### config.mk
export PLATFORM = sky130hd
export DESIGN_NAME = dmem_arbiter
export DESIGN_NICKNAME = d
export VERILOG_FILES = /design/src/rtl/dmem_arbiter.sv
export SDC_FILE = /design/constraint.sdc
export NUM_CORES = 1
export LEC_CHECK = 0
export ABC_AREA = 1
export BUFFER_PORTS_ARGS = -buffer_cell sky130_fd_sc_hd__buf_2
export CORE_AREA = 5 5 104 106
export CTS_CLUSTER_SIZE = 12
export DETAILED_ROUTE_END_ITERATION = 12
export DIE_AREA = 0 0 109 111
export GPL_ROUTABILITY_DRIVEN = 0
export GPL_TIMING_DRIVEN = 0
export PLACE_DENSITY = 0.56
export SYNTH_ARGS = -nofsm -noshare
export SYNTH_HDL_FRONTEND = slang
export SYNTH_SLANG_ARGS = --single-unit
### constraint.sdc
create_clock -name clk -period 2.4 [get_ports clk]
set_clock_uncertainty 0.15 [all_clocks]
set_input_delay 0 -clock clk [delete_from_list [all_inputs] [get_ports clk]]
set_output_delay 0 -clock clk [all_outputs]
set_load 0.05 [all_outputs]
### src/rtl/dmem_arbiter.sv
// -----------------------------------------------------------------------------
// dmem_arbiter
//
// Shares one single-port data RAM between the instruction-fetch port (IF) and
// the MEM-stage load/store port. Every cycle one requester is chosen
// combinationally and its fields drive the RAM. Read data comes back from the
// RAM one cycle later and is routed to the requester that issued the read.
//
// Arbitration: MEM normally wins. After IF has been denied STARVE_LIMIT
// cycles in a row, a pending IF request wins instead.
//
// Misaligned MEM accesses (half at odd address, word not on a 4-byte
// boundary) are granted but never reach the RAM. They are reported one cycle
// later on mem_err. A misaligned load also returns mem_rvalid with zero data.
//
// Ports
//   clk, rst_n            clock (rising edge), synchronous active-low reset
//   if_req/if_addr        IF read request and byte address
//   if_gnt                IF request accepted this cycle
//   if_rvalid/if_rdata    IF read response
//   mem_req/mem_we        MEM request, 1 = store / 0 = load
//   mem_load_type         00 byte, 01 half, 10/11 word
//   mem_addr/mem_wdata    MEM byte address and store data
//   mem_gnt               MEM request accepted this cycle
//   mem_rvalid/mem_rdata  MEM load response
//   mem_err               misaligned access, one-cycle pulse
//   ram_*                 RAM control, address and data lines
//   busy                  a read response is due this cycle
// -----------------------------------------------------------------------------
module dmem_arbiter #(
   parameter int DATA_WIDTH   = 32,
   parameter int ADDR_WIDTH   = 32,
   parameter int STARVE_LIMIT = 4
) (
   input  logic                  clk,
   input  logic                  rst_n,
   // IF port
   input  logic                  if_req,
   input  logic [ADDR_WIDTH-1:0] if_addr,
   output logic                  if_gnt,
   output logic                  if_rvalid,
   output logic [DATA_WIDTH-1:0] if_rdata,
   // MEM port
   input  logic                  mem_req,
   input  logic                  mem_we,
   input  logic [1:0]            mem_load_type,
   input  logic [ADDR_WIDTH-1:0] mem_addr,
   input  logic [DATA_WIDTH-1:0] mem_wdata,
   output logic                  mem_gnt,
   output logic                  mem_rvalid,
   output logic [DATA_WIDTH-1:0] mem_rdata,
   output logic                  mem_err,
   // RAM side
   output logic                  ram_read_en,
   output logic                  ram_write_en,
   output logic [1:0]            ram_load_type,
   output logic [ADDR_WIDTH-1:0] ram_addr,
   output logic [DATA_WIDTH-1:0] ram_data_in,
   input  logic [DATA_WIDTH-1:0] ram_data_out,
   output logic                  busy
);

   typedef enum logic [1:0] {
      RSP_NONE,
      RSP_IF,
      RSP_MEM,
      RSP_ERR
   } rsp_state_e;

   localparam logic [3:0] STARVE_MAX = 4'(STARVE_LIMIT);

   rsp_state_e state_q, state_d;
   logic [3:0] starve_cnt_q, starve_cnt_d;
   logic       err_load_q, err_load_d;   // the RSP_ERR access was a load

   logic starved;
   logic if_win;
   logic mem_win;
   logic misaligned;

   // ---------------------------------------------------------------------------
   // Arbitration. Grants are forced low during reset so nothing reaches the RAM.
   // ---------------------------------------------------------------------------
   assign starved = (starve_cnt_q == STARVE_MAX);
   assign if_win  = rst_n & if_req & (~mem_req | starved);
   assign mem_win = rst_n & mem_req & ~if_win;

   assign if_gnt  = if_win;
   assign mem_gnt = mem_win;

   always_comb begin
      // NOTE: every variable gets a default before any branch so that no path
      // leaves it unassigned; otherwise synthesis would infer a latch.
      misaligned = 1'b0;
      case (mem_load_type)
         2'b00:   misaligned = 1'b0;
         2'b01:   misaligned = mem_addr[0];
         default: misaligned = (mem_addr[1:0] != 2'b00);
      endcase
   end

   // ---------------------------------------------------------------------------
   // RAM drive and next response state, both chosen by the winning access.
   // ---------------------------------------------------------------------------
   always_comb begin
      ram_read_en   = 1'b0;
      ram_write_en  = 1'b0;
      ram_load_type = 2'b00;
      ram_addr      = '0;
      ram_data_in   = '0;
      state_d       = RSP_NONE;
      err_load_d    = 1'b0;

      if (if_win) begin
         // IF always fetches a full word; low address bits pass through unchecked.
         ram_read_en   = 1'b1;
         ram_load_type = 2'b10;
         ram_addr      = if_addr;
         state_d       = RSP_IF;
      end else if (mem_win) begin
         if (misaligned) begin
            // Granted so the requester moves on, but the RAM is never touched.
            state_d    = RSP_ERR;
            err_load_d = ~mem_we;
         end else begin
            ram_load_type = mem_load_type;
            ram_addr      = mem_addr;
            if (mem_we) begin
               ram_write_en = 1'b1;
               ram_data_in  = mem_wdata;
            end else begin
               ram_read_en = 1'b1;
               state_d     = RSP_MEM;
            end
         end
      end
   end

   // ---------------------------------------------------------------------------
   // Starvation counter: counts consecutive cycles IF waits, saturating.
   // ---------------------------------------------------------------------------
   always_comb begin
      starve_cnt_d = starve_cnt_q;
      if (!if_req || if_win) begin
         starve_cnt_d = 4'd0;
      end else if (starve_cnt_q < STARVE_MAX) begin
         starve_cnt_d = starve_cnt_q + 4'd1;
      end
   end

   always_ff @(posedge clk) begin
      // NOTE: registers use non-blocking assignments so every flop samples the
      // pre-edge values of the others, exactly like the hardware.
      if (!rst_n) begin
         state_q      <= RSP_NONE;
         starve_cnt_q <= 4'd0;
         err_load_q   <= 1'b0;
      end else begin
         state_q      <= state_d;
         starve_cnt_q <= starve_cnt_d;
         err_load_q   <= err_load_d;
      end
   end

   // ---------------------------------------------------------------------------
   // Response routing. Held at zero during reset so a read in flight when reset
   // arrives is dropped without a stray rvalid.
   // ---------------------------------------------------------------------------
   always_comb begin
      if_rvalid  = 1'b0;
      if_rdata   = '0;
      mem_rvalid = 1'b0;
      mem_rdata  = '0;
      mem_err    = 1'b0;
      busy       = 1'b0;

      if (rst_n) begin
         busy = (state_q != RSP_NONE);
         case (state_q)
            RSP_IF: begin
               if_rvalid = 1'b1;
               if_rdata  = ram_data_out;
            end
            RSP_MEM: begin
               mem_rvalid = 1'b1;
               mem_rdata  = ram_data_out;
            end
            RSP_ERR: begin
               mem_err    = 1'b1;
               mem_rvalid = err_load_q;
            end
            default: ;
         endcase
      end
   end

endmodule

== Yosys cells after proc, flatten, opt, wreduce, memory -nomap -nowiden ==
Cells that the tools add are included.
Word-level totals
  bits in registers: 7
  bits of input ports: 135
  output and inout port bits: 138
Cells by class
  add/sub/neg operators: 1
  $lt $le $gt $ge: 1
  eq/ne operators: 5
  mux-type cells: 34
  bitwise logic cells: 11
  reductions and logical operators: 8
Operator list (number)
  $mux W32: 11
  $mux W1: 16
  $mux W2: 5
  $not A1 Y1: 6
  $add A4 B1 Y4 const B: 1
  $and A1 B1 Y1: 4
  $eq A2 B1 Y1 const B: 2
  $eq A2 B2 Y1 const B: 2
  $eq A4 B3 Y1 const B: 1
  $lt A4 B3 Y1 const B: 1
  $pmux W1 S2: 2
  $reduce_bool A2 Y1: 2
  $reduce_or A4 Y1: 1
  $reduce_or A3 Y1: 1
  $logic_not A2 Y1: 1
  $reduce_or A2 Y1: 1
  $logic_not A1 Y1: 1
  $logic_or A1 B1 Y1: 1
  $or A1 B1 Y1: 1

== Depth between registers and ports, before layout ==
Gate-level depths: netlist (run 1).
  depth in word-level cells: 7
  mapped depth: 9
  depth with buffers taken out: 8

== Least setup slack after synthesis (run 1) ==
No wires, ideal clock.
  kind: reg2out
  start: reg state_q[0]
  end: out if_rdata[10]
  data arrival time: 1.792 ns
  required time: 2.250 ns
  path slack: 0.458 ns
  stages on the path, launching flop included: 6
  path buffers: 1
  path through: dfxtp_1 -> nand2_1 -> nor2_2 -> inv_2 -> buf_2 -> nor2_1
On the way
  longest elaborated chain between the ends: 3
Ends and longest elaborated chain
  start, declared: RTL line 72  | rsp_state_e state_q, state_d;
  start signal, assigned: RTL line 159  | state_q <= state_d;
  $eq A2 B1 Y1: RTL line 179  | case (state_q)
  $mux W32: RTL line 179
  $mux W32: RTL line 177  | if (rst_n) begin
  end, declared: RTL line 42  | output logic [DATA_WIDTH-1:0] if_rdata,
No other way between the ends.

== Worst setup path in the final report (run 1) ==
  start: reg starve_cnt_q[0]
  end: out ram_data_in[23]
On the way
  longest elaborated chain between the ends: 7
Ends and longest elaborated chain
  start, declared: RTL line 73  | logic [3:0] starve_cnt_q, starve_cnt_d;
  start signal, assigned: RTL line 160  | starve_cnt_q <= starve_cnt_d;
  $eq A4 B3 Y1 (*): RTL line 84  | assign starved = (starve_cnt_q == STARVE_MAX);
  $or A1 B1 Y1 (*): RTL line 85  | assign if_win = rst_n & if_req & (~mem_req | starved);
  $and A1 B1 Y1 (*): RTL line 85
  $not A1 Y1: RTL line 86  | assign mem_win = rst_n & mem_req & ~if_win;
  $and A1 B1 Y1: RTL line 86
  $mux W32: RTL line 120  | end else if (mem_win) begin
  $mux W32 (*): RTL line 114  | if (if_win) begin
  end, declared: RTL line 58  | output logic [DATA_WIDTH-1:0] ram_data_in,
Every way passes the cells marked *; elsewhere a longest branch is shown, timed or not.

==> reports/metrics.yaml, run 1 <==
drt:
  avgRoutedWirePerCell_um: 12.78
  top_layer: "met4"
  routed_wirelength_mm: 10.53
  wl_met2_mm: 5.727
  first_pass_iters: 7
  via_per_inst: 4.176
  dr_wl_met3_um: 992
  via_count: 3441
  ant_nets: 0
  drc: 0
  wl_met1_mm: 3.719
  drt_iter0_drc: 174
synth:
  avgSynthCellArea_um2: 5.159
  syn-instance-count: 414
  synth_seq_cells: 7
  synth_cell_types: 22
  yosysWarnings: 0
  synth_area_um2: 2136
  synth_fp_nets: 551
  yosysSeqAreaShare_pct: 6.561
worst_setup_path:
  slowest_delay_ns: 0.32
  crit_slowest_cell: "dfxtp_1"
  cp_num_buf_inv: 4
  cp-end-kind: "output pin"
  cp_max_fo: 10
  r2r_setup_slack_ns: 0.96
  crit_required_ns: 2.25
  critPathKind: "reg2out"
  path_delay_family: "buffers and inverters"
  path_cells: "inv_1 -> ha_1 -> nand3_2 -> nand2_2 -> nand2_2 -> buf_12 -> nand2_8 -> buf_12 -> nor2_4 -> buf_2"
  arrival_ns: 1.81
  startpoint_type: "register"
floorplan:
  die_h_um: 111
  initial_utilization_pct: 22.05
  coreArea_um2: 9684
  fp.dieArea_um2: 12100
  die_w_um: 109
  num_rows: 36
  top_level_ports: 273
layout:
  n_fill_cell: 1103
  finalNetCount: 828
  drive_gt1_share_pct: 48.99
  area_delta_synth_final_pct: 74.05
  final_util_pct: 38.39
  mostFrequentLayoutCell: "buf_2"
  stdcell_count: 824
  mostFrequentLayoutCells: "buf_2, nor2_1, inv_1, nand2_1, nand3_1"
pwr:
  clkPwrFrac_pct: 16.2
  p_sw_share_pct: 55.37
  intPower_uw: 445.9
  power_frac_seq_pct: 12.3
  cellPowerDensity_nw_per_um2: 268.8
  p_total_uw: 999.2
  ir_drop_mv: 0.1441
  p_sw_uw: 553.3
  power.leakage_nw: 2.508
  p_comb_share_pct: 71.5
sta:
  finalSetupViolations: 0
  fin_crit_ns: 1.963
  tightest_slew_ns: 0.4857
  fin_tns_setup_ns: 0
  rsz0062_at_grt: "no"
  whs_ns: 0.03973
  finalHoldViolations: 0
  slew_viol_final: 0
  fmax_ghz: 0.5094
  fin_crit_sh_pct: 81.80
  slew-limit-headroom_pct: 67.62
clock_network:
  post-cts-setup-buffer-count: 0
  clock_latency_ns: 0.23
  path_clk_slew_ns: 0.04
  cts_root_buf: "clkbuf_8"
  htreeDepth: 1
  cts_inserted_buffers: 3
  cts_tree: "done"
  clock-sinks: 7
  clockBufferDepth: 2
min_path:
  min_path_type: "in2reg"
grt:
  grt_max_degree: 11
  grt_pass1_wl_mm: 15.54
  grt_pass1_vias: 3233
  antenna_found_initial: 1
  grt_overflow_total: 0
  grtUsageTotal_pct: 15.67
run_status:
  status: "finished, final reports clean"
placement:
  place_inst: 818
  numPortBuffers: 271
  hpwl_mm: 9.263
flow_run:
  cap_viol_max_count: 0
## state kept, by name (all words and copies together) (netlist names)
signal / flops
err_load_q: 1
starve_cnt_q: 4
state_q: 2
## power groups by stage
| stage | Combinational, mW | Sequential, mW | Clock, mW |
|---|---|---|---|
| 3_5_place_dp | 0.718 | 0.125 | 0 |
| 4_1_cts | 0.721 | 0.123 | 0.167 |
| 6_report | 0.714 | 0.123 | 0.162 |
| 2_1_floorplan | 0.493 | 0.124 | 0 |
| 3_3_place_gp | 0.713 | 0.124 | 0 |
| 5_1_grt | 0.771 | 0.123 | 0.175 |
## synthesized netlist by cell type, drive strengths merged
master  count  area share [%]
a21oi      32             7.5
buf        22             8.6
clkbuf     10             1.8
clkinv      1            0.18
dfxtp       7             6.6
ha          2             1.2
inv        77              14
nand2      79              15
nand3      69              16
nor2      113              28
o31ai       1            0.35
xor2        1            0.41
## area by class of cell
| cell class | instances | area, um^2 | share of cell area (%) |
|---|---|---|---|
| Multi-Input combinational cell | 297 | 1476 | 39.72 |
| Clock buffer | 3 | 41.29 | 1.111 |
| Timing Repair Buffer | 272 | 1366 | 36.76 |
| Antenna cell | 1 | 2.502 | 0.06732 |
| Buffer | 32 | 221.5 | 5.958 |
| Tap cell | 133 | 166.4 | 4.477 |
| Clock inverter | 1 | 5.005 | 0.1346 |
| Sequential cell | 7 | 140.1 | 3.770 |
| Inverter | 78 | 297.8 | 8.011 |
## layer usage
metal / vias up / track usage (%)
met2: 163 / 32.80
met4: 0 / 2.357
li1: 1794 / -
met3: 10 / 3.378
met5: - / 0
met1: 1474 / 15.17
## logic make-up (layout without fill, tap and decap cells)
group	after synthesis	after routing	share of synthesized area (%)
AND/OR/NAND/NOR	261	261	59.70
buffers and inverters	110	386	24.31
AO/OA/AOI/OAI	33	33	7.850
flip-flops	7	7	6.561
adder cells (fa/ha/maj)	2	2	1.171
XOR/XNOR	1	1	0.4102
other	0	1	0
## path summary, 6_finish.rpt
path | cells past startpoint | from | endpoint
worst max-delay path | 10 | starve_cnt_q[0]$_SDFFE_PP0N_ | ram_data_in[23]
worst min-delay path | 4 | mem_we | state_q[1]$_SDFF_PP0_
worst max register to register | 8 | starve_cnt_q[0]$_SDFFE_PP0N_ | state_q[0]$_SDFF_PN0_
worst min register to register | 2 | starve_cnt_q[3]$_SDFFE_PP0N_ | starve_cnt_q[3]$_SDFFE_PP0N_
## stage by stage
step | cell area [um^2] | setup slack [ns]
after floorplan | 2136 | 0.4576
after global placement | 3659 | 0.6628
after detailed placement | 3659 | 0.6472
after CTS | 3715 | 0.3980
after global routing | 3717 | 0.2934
final | 3717 | 0.4368
## worst register-to-register path: cells and delay by family, from the launching register on
family,cells,cell delay [ns]
buffers and inverters,3,0.36
AND/OR/NAND/NOR,4,0.29
adder cells (fa/ha/maj),1,0.21
flip-flops,1,0.32
## what timing repair did
item | in CTS | in global routing
hold endpoints to repair | 2 | 0
gates resized for setup | 0 | 0
setup endpoints to repair | 0 | 0
hold buffers | 1 | 0
Power figures use the tool's default switching activity.
==> run 2, diff against run 1 <==
Settings changed: ABC_AREA 1 to 0, CORE_AREA 5 5 104 106 to 5 5 102 104, DIE_AREA 0 0 109 111 to 0 0 107 109, PLACE_DENSITY 0.56 to 0.54.
Clock period 2.4 ns to 1.82 ns, I/O delays scaled along.
==> run 2 against run 1 <==
  * The flow now finishes with violations (setup timing)
  * Die area fell by 3.6%
  * Critical path depth is 2 lower
  * Clock power rose by 30%
  * Register-to-register slack lost 0.71 ns
  * Core utilization is 11 points higher
  * Sequential power grew 33%
  * Setup slack worse by 0.61 ns
  * Synthesized cell count shrank 34%
  * Area after synthesis shrank 16%
  * Via count shrank 6.5%
  * Largest cell class unchanged
==> reports/metrics.yaml, run 2 <==
placement:
  numPortBuffers: 271  # unchanged
  dpl_cell_area_um2: 3356  # -8.3%
  place_inst: 657  # -20%
  hpwl_mm: 8.524  # -8.0%
layout:
  n_fill_cell: 872  # -21%
  mostFrequentLayoutCells: "buf_2, and2_1, buf_8"
  mostFrequentLayoutCell: "buf_2"
  finalInstanceArea_um2: 4686  # +26%
  largest_register_ffs: 4  # unchanged
  finalNetCount: 701  # -15%
  drive_gt1_share_pct: 70.69  # +22 points
  area_delta_synth_final_pct: 160.2
  reg_top3: "starve_cnt_q: 4 flops, state_q: 2 flops, err_load_q: 1 flops"
  top_register: "starve_cnt_q"
  stdcell_count: 679  # -18%
drt:
  drc: 0  # unchanged
  avgRoutedWirePerCell_um: 17.00  # +33%
  via_count: 3216  # -6.5%
  ant_nets: 0  # unchanged
  via_per_inst: 4.736  # +13%
  drt_iter0_drc: 138  # -21%
  routed_wirelength_mm: 11.54  # +9.6%
  first_pass_iters: 6  # -1
synth:
  syn-instance-count: 272  # -34%
  yosysSeqAreaShare_pct: 7.783  # +1.2 points
  synth_top_area_share_pct: 23.63  # +7.7 points
  synth_common_cells: "and2_1, inv_1, and3_1, a211oi_1, a31o_2"
  synth_seq_cells: 7  # unchanged
  synth_edf_count: 0  # unchanged
  synth_cell_types: 29  # +32%
  synth.most_common_cell: "and2_1"
  yosysTopAreaCell: "and2_1"
  ys.flop_type: "dfxtp_1"
  synth_area_um2: 1800  # -16%
  yosys-top-cells-area: "and2_1, a31o_2, a211oi_1, and3_1, dfxtp_1"
  synthArstFlopShare_pct: 0  # unchanged
  avgSynthCellArea_um2: 6.619  # +28%
  yosysWarnings: 0  # unchanged
  synth_fp_nets: 409  # -26%
floorplan:
  num_rows: 36  # unchanged
  fp.dieArea_um2: 11660  # -3.6%
  initial_utilization_pct: 19.03  # -3.0 points
  die_w_um: 107  # -1.8%
  top_level_ports: 273  # unchanged
  coreArea_um2: 9459  # -2.3%
  die_h_um: 109  # -1.8%
clock_network:
  cts_tree: "done"
  clockBufferDepth: 2  # unchanged
  cts_inserted_buffers: 3  # unchanged
  clock_latency_ns: 0.22  # about the same
  htreeDepth: 1  # unchanged
  path_clk_slew_ns: 0.04  # about the same
  clock-sinks: 7  # unchanged
  cts_root_buf: "clkbuf_8"
sta:
  fin_crit_ns: 1.996
  rsz0062_at_grt: "yes"
  tightest_slew_ns: 0.7127  # +0.2270 ns
  fin_crit_sh_pct: 109.7
  finalHoldViolations: 0  # unchanged
  slew_viol_final: 0  # unchanged
  fmax_ghz: 0.5009
  setup_ws_ns: -0.1765  # -0.6133 ns
  whs_ns: 0.09195  # +0.05222 ns
  finalSetupViolations: 65  # +65
  slew-limit-headroom_pct: 52.48  # -15 points
worst_setup_path:
  crit_required_ns: 1.67  # -0.58 ns
  arrival_ns: 1.85  # +0.04 ns
  cp_max_fo: 10  # unchanged
  cp-end-kind: "output pin"
  critPathKind: "reg2out"
  path_delay_family: "buffers and inverters"
  cp_num_buf_inv: 4  # unchanged
  path_common_cell: "buf_6"
  crit_slowest_cell: "dfxtp_2"
  slowest_delay_ns: 0.32  # about the same
  startpoint_type: "register"
  path_cells: "inv_2 -> ha_4 -> nand3b_1 -> a21o_1 -> buf_6 -> buf_8 -> a31o_2 -> buf_6"
pwr:
  power.leakage_nw: 2.517  # +0.37%
  p_total_mw: 1.418  # +42%
  ir_drop_mv: 0.2038  # +41%
  cellPowerDensity_nw_per_um2: 302.7  # +13%
grt:
  grt_pass1_vias: 3335  # +3.2%
  grt_pass1_wl_mm: 17.01  # +9.5%
  antenna_found_initial: 2  # +1
  grt_overflow_total: 0  # unchanged
  grtUsageTotal_pct: 18.15  # +2.5 points
  grt_max_degree: 11  # unchanged
min_path:
  min_path_type: "in2reg"
flow_run:
  cap_viol_max_count: 0  # unchanged
run_status:
  violations: "setup timing"
  status: "finished, violations left"
==> run 2: cell count changes in the layout (fill, tap and decap cells not counted), sizes merged, moves of 6 or more <==
cell    before  now
a211oi       0   30
a21oi       32    5
clkbuf      13   20
nand3       69    2
nand2       79    5
nor2       113    7
and2         0   68
a31o         0   30
buf        293  299
inv         77   36
and3         0   35
==> run 2: repair_timing <==
| item | 4_1_cts | 5_1_grt |
|---|---|---|
| gates resized for setup | 268 | 47 |
| cloned | 8 | 0 |
| endpoints found under the hold margin | 4 | 0 |
| endpoints found under the setup margin | 77 | 106 |
| pin swaps | 47 | 13 |
| hold buffers | 1 | 0 |
| setup buffers | 6 | 4 |
==> run 2: cell type report <==
class	count	area, um^2	share of cell area (%)
multi-input cells	200	1839	39.25
inverters	36	137.6	2.937
repair buffers	287	2178	46.49
clock buffers	4	45.04	0.9613
well taps	114	142.6	3.044
flip-flops and latches	7	142.6	3.044
diodes	2	5.005	0.1068
plain buffers	29	195.2	4.166
==> run 2: worst min-delay path, delay by kind of cell <==
family / cells / cell delay, ns
compound gates: 1 / 0.11
buf+inv: 1 / 0.14
simple gates: 1 / 0.14
==> run 2: worst paths after layout <==
kind                                                   start                           end  slack, ns  cells past startpoint
worst max-delay path            starve_cnt_q[1]$_SDFFE_PP0N_                  ram_addr[17]      -0.18                      8
worst min-delay path                                 mem_req         state_q[0]$_SDFF_PN0_       0.09                      3
worst max register to register  starve_cnt_q[1]$_SDFFE_PP0N_         state_q[0]$_SDFF_PN0_       0.25                      7
worst min register to register  starve_cnt_q[3]$_SDFFE_PP0N_  starve_cnt_q[3]$_SDFFE_PP0N_       0.34                      2
==> run 2: cell families after synthesis <==
group	count (synthesis)	share of synthesized area (%)
compound gates	71	30.79
flops	7	7.783
xor+xnor	1	0.4865
simple gates	124	42.88
mux	2	1.251
buf+inv	65	15.43
fa+ha+maj	2	1.390
==> run 2: metal layers <==
layer / wire (um) / up-vias / part of all wire (%) / global-route usage, %
met5: 0 / - / 0 / 0
li1: - / 1527 / - / -
met3: 991 / 34 / 8.6 / 4.026
met4: 402 / 0 / 3.5 / 6.667
met2: 6146 / 200 / 53 / 35.52
met1: 4000 / 1455 / 35 / 18.80
==> run 2: per-stage QoR <==
stage	utilization (%)	worst slack [ns]	setup TNS (ns)
after floorplan	-	-0.006535	-0.1521
after CTS	47.45	-0.1931	-10.53
after global placement	35.48	-0.2370	-12.10
final	49.54	-0.1765	-6.708
after global routing	49.54	-0.2388	-10.70
after detailed placement	35.48	-0.2567	-13.80
==> run 2: power by group <==
group / internal, mW / total, mW / switching [mW]
combinational: 0.419 / 1.04 / 0.626
sequential: 0.159 / 0.164 / 0.00421
clock: 0.151 / 0.210 / 0.0591
total: 0.729 / 1.42 / 0.689
